### src/rtl/rx_regfile.sv
// 8N1 UART receiver + packet assembler: NUM_BYTES bytes, byte k into reg_file[8k+7:8k]; valid pulses 2 clk12 after the final stop sample, no backpressure.
// Optional `define RX_TIMEOUT_EN adds an idle timeout (TIMEOUT_CLKS) that aborts a stalled partial packet.
module rx_regfile #(
   parameter int CLKS_PER_BIT = 104,
   parameter int NUM_BYTES    = 128,
   parameter int TIMEOUT_CLKS = 20000
) (
   input  logic                   clk12,
   input  logic                   rstn,
   input  logic                   rx,
   output logic [8*NUM_BYTES-1:0] reg_file,
   output logic                   valid,
   output logic                   busy,
   output logic                   frame_err,
   output logic [6:0]             byte_count
);
   localparam int CNT_W  = $clog2(CLKS_PER_BIT);
   localparam int ADDR_W = $clog2(8*NUM_BYTES);
   localparam logic [CNT_W-1:0] FULL_LAST = CNT_W'(CLKS_PER_BIT - 1);
   localparam logic [CNT_W-1:0] HALF_LAST = CNT_W'(CLKS_PER_BIT/2 - 1);
   localparam logic [6:0]       LAST_BYTE = 7'(NUM_BYTES - 1);

   if (NUM_BYTES < 1 || NUM_BYTES > 128) begin : g_bad_num_bytes
      $error("rx_regfile: NUM_BYTES must be in 1..128");
   end
   if (CLKS_PER_BIT < 4 || TIMEOUT_CLKS < 1) begin : g_bad_timing
      $error("rx_regfile: CLKS_PER_BIT must be >= 4 and TIMEOUT_CLKS >= 1");
   end

   typedef enum logic [1:0] {IDLE, START, DATA, STOP} state_t;

   state_t                 state;
   logic                   rx_m;
   logic                   rx_s;
   logic                   rx_prev;
   logic [CNT_W-1:0]       cnt;
   logic [2:0]             bit_idx;
   logic [7:0]             shift;
   logic [8*NUM_BYTES-1:0] shadow;
   logic                   commit;
   logic                   start_edge;
   logic [ADDR_W-1:0]      wr_base;

`ifdef RX_TIMEOUT_EN
   localparam int IDLE_W = $clog2(TIMEOUT_CLKS + 1);
   logic [IDLE_W-1:0] idle_cnt;
`endif

   assign start_edge = rx_prev & ~rx_s;
   assign wr_base    = ADDR_W'({byte_count, 3'b000});

   // rx is asynchronous to clk12; flops reset high to match the idle line.
   always_ff @(posedge clk12) begin
      if (!rstn) begin
         rx_m    <= 1'b1;
         rx_s    <= 1'b1;
         rx_prev <= 1'b1;
      end else begin
         rx_m    <= rx;
         rx_s    <= rx_m;
         rx_prev <= rx_s;
      end
   end

   always_ff @(posedge clk12) begin
      if (!rstn) begin
         state      <= IDLE;
         cnt        <= '0;
         bit_idx    <= '0;
         shift      <= '0;
         shadow     <= '0;
         reg_file   <= '0;
         commit     <= 1'b0;
         valid      <= 1'b0;
         busy       <= 1'b0;
         frame_err  <= 1'b0;
         byte_count <= '0;
`ifdef RX_TIMEOUT_EN
         idle_cnt   <= '0;
`endif
      end else begin
         valid     <= 1'b0;
         frame_err <= 1'b0;
         commit    <= 1'b0;

         // Shadow already holds the final byte when commit is seen.
         if (commit) begin
            reg_file <= shadow;
            valid    <= 1'b1;
         end

         case (state)
            IDLE: begin
               if (start_edge) begin
                  cnt   <= '0;
                  state <= START;
               end
            end
            START: begin
               if (cnt == HALF_LAST) begin
                  cnt     <= '0;
                  bit_idx <= '0;
                  state   <= rx_s ? IDLE : DATA;
               end else begin
                  cnt <= cnt + 1'b1;
               end
            end
            DATA: begin
               if (cnt == FULL_LAST) begin
                  cnt     <= '0;
                  shift   <= {rx_s, shift[7:1]};
                  bit_idx <= bit_idx + 1'b1;
                  if (bit_idx == 3'd7) begin
                     state <= STOP;
                  end
               end else begin
                  cnt <= cnt + 1'b1;
               end
            end
            STOP: begin
               if (cnt == FULL_LAST) begin
                  cnt   <= '0;
                  state <= IDLE;
                  if (rx_s) begin
                     shadow[wr_base +: 8] <= shift;
                     if (byte_count == LAST_BYTE) begin
                        commit     <= 1'b1;
                        byte_count <= '0;
                        busy       <= 1'b0;
                     end else begin
                        byte_count <= byte_count + 1'b1;
                        busy       <= 1'b1;
                     end
                  end else begin
                     frame_err  <= 1'b1;
                     byte_count <= '0;
                     busy       <= 1'b0;
                  end
               end else begin
                  cnt <= cnt + 1'b1;
               end
            end
            default: state <= IDLE;
         endcase

`ifdef RX_TIMEOUT_EN
         // Only counts the gap between bytes; any start edge re-arms it.
         if (start_edge || !busy) begin
            idle_cnt <= '0;
         end else if (state == IDLE) begin
            if (idle_cnt == IDLE_W'(TIMEOUT_CLKS - 1)) begin
               idle_cnt   <= '0;
               byte_count <= '0;
               busy       <= 1'b0;
            end else begin
               idle_cnt <= idle_cnt + 1'b1;
            end
         end
`endif
      end
   end

endmodule

### config.mk
export PLATFORM = sky130hd
export DESIGN_NAME = rx_regfile
export DESIGN_NICKNAME = d
export VERILOG_FILES = /design/src/rtl/rx_regfile.sv
export SDC_FILE = /design/constraint.sdc
export NUM_CORES = 2
export LEC_CHECK = 0
export ABC_AREA = 1
export ABC_CLOCK_PERIOD_IN_PS = 6900
export CAP_MARGIN = 5
export CORE_ASPECT_RATIO = 0.7
export CORE_MARGIN = 8
export CORE_UTILIZATION = 36
export DETAILED_ROUTE_END_ITERATION = 8
export HOLD_SLACK_MARGIN = 0.06
export RECOVER_POWER = 50
export SYNTH_ARGS = -nofsm -noshare
export SYNTH_HDL_FRONTEND = slang
export SYNTH_SLANG_ARGS = --single-unit
### constraint.sdc
create_clock -name clk12 -period 6.9 [get_ports clk12]
set_input_delay 1.725 -clock clk12 [delete_from_list [all_inputs] [get_ports clk12]]
set_output_delay 1.725 -clock clk12 [all_outputs]
set_load 0.005 [all_outputs]
* Word level (Yosys, flattened, before mapping) *
Index checks and enable logic that the tools add are counted.

cells by class
  add/sub/neg operators = 4
  equal/unequal tests = 12
  shift-type cells = 2
  muxes and demuxes = 22
  bitwise gates (word level) = 2
  reduce and logical (&&, ||, !) cells = 10

operators by type and width
  kind                         number
  $bwmux W1024                 1
  $shift A8 B12 Y1024 const A  1
  $shiftx A8 B12 Y1024         1
  $mux W7                      5
  $pmux W7 S3                  1
  $add A7 B1 Y7 const B        2
  $eq A7 B7 Y1 const B         2
  $mux W2                      6
  $neg A10 Y12                 1
  $ne A2 B2 Y1 const B         5
  $reduce_and A3 Y1            3
  $pmux W2 S4                  1
  $eq A7 B6 Y1 const B         1
  $mux W3                      2
  $pmux W3 S2                  1
  $mux W1                      5
  $reduce_and A5 Y1            1
  $eq A2 B2 Y1 const B         2
  $reduce_and A2 Y1            2
  $reduce_and A4 Y1            1
  $add A3 B1 Y3 const B        1
  $eq A3 B3 Y1 const B         1
  $eq A2 B1 Y1 const B         1
  $logic_not A2 Y1             1
  other kinds (4)              4

word-level totals
  register bits = 2082
  input bits = 3
  word-level logic and storage cells = 66

* Logic depth before layout (Yosys ltp) *
  depth in word-level cells = 4
  depth in mapped cells = 16
  gate-level depth less buffers = 14

* Worst setup path after synthesis *
No wires, ideal clock.

  path kind = input port to flip-flop
  start point = input port rstn
  end point = register shadow[1003]
  arrival = 2.690 ns
  data required time = 6.836 ns
  setup slack = 4.145 ns
  stages = 5
  cell sequence = clkbuf_1 -> clkbuf_1 -> clkbuf_1 -> nand2_1 -> nor2_1

RTL lines
  what                             line  text
  from (decl)                      9     input logic rstn,
  to (signal, indexed assignment)  125   shadow[wr_base +: 8] <= shift;
  to (decl)                        39    logic [8*NUM_BYTES-1:0] shadow;

==> results.md <==
- Status: finished with violations
- Failing checks: capacitance limit, slew limit
- Largest net degree at the start of global routing: 290
- RePlAce Congestion: 0.882
- Final core utilization: 0.453
- Tmin final: 5650 ps
- Type of origin of the critical path: input port
- # Max-Cap Violations: 11
- Final Hold Vio Count: 0
- Main combinational cell family by area after synthesis: simple AND/OR/NAND/NOR gates
- Synth Area in Adders: 0.00129
- Core ar.: 0.214 mm²
- Max-slew headroom: -2.04
- Antenna violations before repair: 21
- Synth Area in Simple Gates: 0.311
- Die X: 572 µm
- Nature of the critical path endpoint: flop
- Antenna-violating nets left: 0
- CTS Buf Count: 215
- Fin crit share: 0.819
- Final setup fails: 0
- Vias in the first global route: 67,900
- Synth-to-layout area growth: 24.7%
- Routed len/inst: 22.2 µm
- Sequential element share of the synthesized area: 0.536
- All-layer global routing usage: 0.263
- Number of H-tree levels: 4
- Top_reg_cell synth: dfxtp_1
- Gr ovfl total: 0
- Syn Nets: 10,800
- Mux contribution to synthesized area: 0
- DIE AREA: 0.232 mm²
- Mapped Cells: 10,800
- Setup_tns: 0 ps
- PD cells: 251 mW/mm²
- Leak: 44.7 nW
- Sequential cell area: 0.0417 mm²
- Die Ht: 405 µm
- Mean Syn Cell Area: 7.19 µm²
- Clock tree buffer depth: 4
- Worst path arrival time: 6360 ps
- Worst hold path type: reg -> reg
- Mapped cell area: 0.0778 mm²
- Clock slew at reported path FFs: 60 ps
- Number of core rows: 142
- Share of cells above drive strength 1: 0.0518
- Ports: 1,037
- Initial Utilization: 0.363
- Hold buffer count at CTS: 0
- Non-filler cells in the finished layout: 14,500
- Number of port buffers: 1,036
- CTS resizes: 0
- Routed WL: 323,000 µm
- TritonRoute pass-1 iters: 7
- Post-CTS Setup Inserts: 0
- Clock skew: 41.6 ps
- Synth unique cells: 36
- Placed Instances: 14,200
- Post-DR vias/cell: 5.01
- Detailed Place HPWL: 228,000 µm
- Fill cells: 21,400
- Seq cells post-synth: 2,082
- First-pass GRT wire length: 461,000 µm
- RSZ-0062 raised after global routing: no
- Peak Freq: 177 MHz
- Crit Path Max Fanout: 269
- DR vias: 72,800
- Asr flop ratio synth: 0
- Iter 0 DRT Violations: 6,768
- Remaining routing DRC violations: 0
- Post-synth EDFFs: 0
- Footprint of the multi-input gates: 0.0318 mm²
- CTS Sinks: 2,082
- Worst slew pin tran: 4560 ps
- Synth Area in XOR/XNOR: 0.000338
- Reg2reg path depth: 4
- Hold depth: 1
- Finished Cell Area: 0.0971 mm²
- Fin. max-slew vios: 1,754
- WS Path Type: in -> reg
- Ys Warns: 0
- Final Power: 24.4 mW
- Post-DP Area: 0.0900 mm²
- Root Buffer: clkbuf_16
- Clk_lat worst skew: 860 ps
- # nets final: 11,500
- VDD IR max: 0.000188 V
- Synth Area in Compound Gates: 0.0943
- CTS tree: done
- Req. time, crit path: 7610 ps
==> power by group <==
part / leakage [nW] / total [mW] / internal (mW) / switching [mW]
Sequential: 16.8 / 12.0 / 12.0 / 0.00312
Clock: 3.55 / 12.0 / 6.94 / 5.09
Combinational: 24.4 / 0.342 / 0.0976 / 0.244
Total: 44.7 / 24.4 / 19.1 / 5.34
==> Yosys cell counts, types with 2 or more instances <==
master / instances / share of area
nand4_1: 9 / 0.00072
nand3_2: 5 / 0.00064
nand2_2: 12 / 0.00096
inv_1: 435 / 0.021
buf_2: 126 / 0.0081
nor2_1: 3564 / 0.17
o21ai_0: 1062 / 0.068
buf_1: 54 / 0.0026
xor2_1: 2 / 0.00023
nor2_2: 62 / 0.0050
a21oi_1: 392 / 0.025
nand2_1: 1978 / 0.095
nor3_1: 11 / 0.00071
or2_2: 2 / 0.00016
buf_6: 8 / 0.0012
nand3b_1: 8 / 0.00077
o22ai_1: 2 / 0.00016
clkbuf_1: 466 / 0.022
nand3_1: 458 / 0.029
nor2_4: 25 / 0.0036
buf_4: 18 / 0.0017
inv_2: 13 / 0.00063
clkinv_1: 2 / 0.000096
dfxtp_1: 2082 / 0.54
nand2_4: 7 / 0.0010
ha_1: 8 / 0.0013
==> placed cells by master, fill, tap and decap left out, types with 4 or more instances in the layout <==
cell	Yosys	layout
nand2_2	12	12
inv_6	0	6
ha_1	8	8
diode_2	0	8
clkbuf_8	0	40
nor2_2	62	91
buf_4	18	65
clkinv_2	0	52
inv_2	13	11
a21oi_1	392	392
dfxtp_2	0	8
nand4_1	9	9
inv_16	0	4
nand3_1	458	458
clkbuf_16	0	216
clkinvlp_4	0	10
buf_12	0	8
dfxtp_1	2082	2073
inv_1	435	433
clkdlybuf4s50_1	0	526
nor3_1	11	8
bufinv_16	0	20
nand3b_1	8	8
clkbuf_2	0	5
nand2_1	1978	1975
nand2_4	7	10
dlygate4sd3_1	0	509
o21ai_0	1062	1062
nor2_1	3564	3534
nor2_4	25	26
clkbuf_1	466	42
==> worst max-delay path, stage by stage <==
cell and delay, ps:
buf_16 310, buf_2 3100, o21ai_0 500, a21oi_1 310
==> final timing paths <==
kind                                     end  slack, ps         startpoint
setup / recovery  reg_file[128]$_SDFFE_PN0P_       1250               rstn
hold / removal               rx_s$_SDFF_PN1_        420    rx_m$_SDFF_PN1_
setup reg to reg  reg_file[992]$_SDFFE_PN0P_       1530  commit$_SDFF_PN0_
hold reg to reg              rx_s$_SDFF_PN1_        420    rx_m$_SDFF_PN1_
==> metrics by stage <==
step | hold WS [ps] | setup slack [ps]
finish | 418 | 1250
global route | 451 | 889
CTS | 419 | 1930
detailed placement | 404 | 1960
global placement | 404 | 2070
floorplan | 393 | 4150
==> registers in the layout (all words and copies together) (netlist names), 3 cells and up, named ones only <==
signal,count
shift,8
byte_count,7
shadow,1024
cnt,7
bit_idx,3
reg_file,1024
==> final cells by class <==
type	count	share of cell area
Tap cell	2880	0.0371
Antenna cell	8	0.000206
Clock inverter	92	0.0112
Inverter	450	0.0176
Multi-Input combinational cell	7617	0.327
Sequential cell	2082	0.429
Clock buffer	293	0.0628
Timing Repair Buffer	1121	0.114
==> logic make-up (layout without fill, tap and decap cells) <==
group	after synthesis	in the layout
buffers and inverters	1122	1956
AOI/OAI and AO/OA	1462	1462
adders and majority gates	8	8
and+or+nand+nor	6144	6144
other	0	8
DFF	2082	2082
xor gates and xnor gates	3	3
==> layer usage <==
| layer | vias up | GRT usage | wire length (µm) |
|---|---|---|---|
| met3 | 568 | 0.0624 | 25900 |
| met5 | - | 0 | 13 |
| li1 | 35200 | - | - |
| met2 | 2594 | 0.401 | 138000 |
| met4 | 2 | 0.120 | 16800 |
| met1 | 34500 | 0.354 | 142000 |
(Power assumes the default switching activity.)
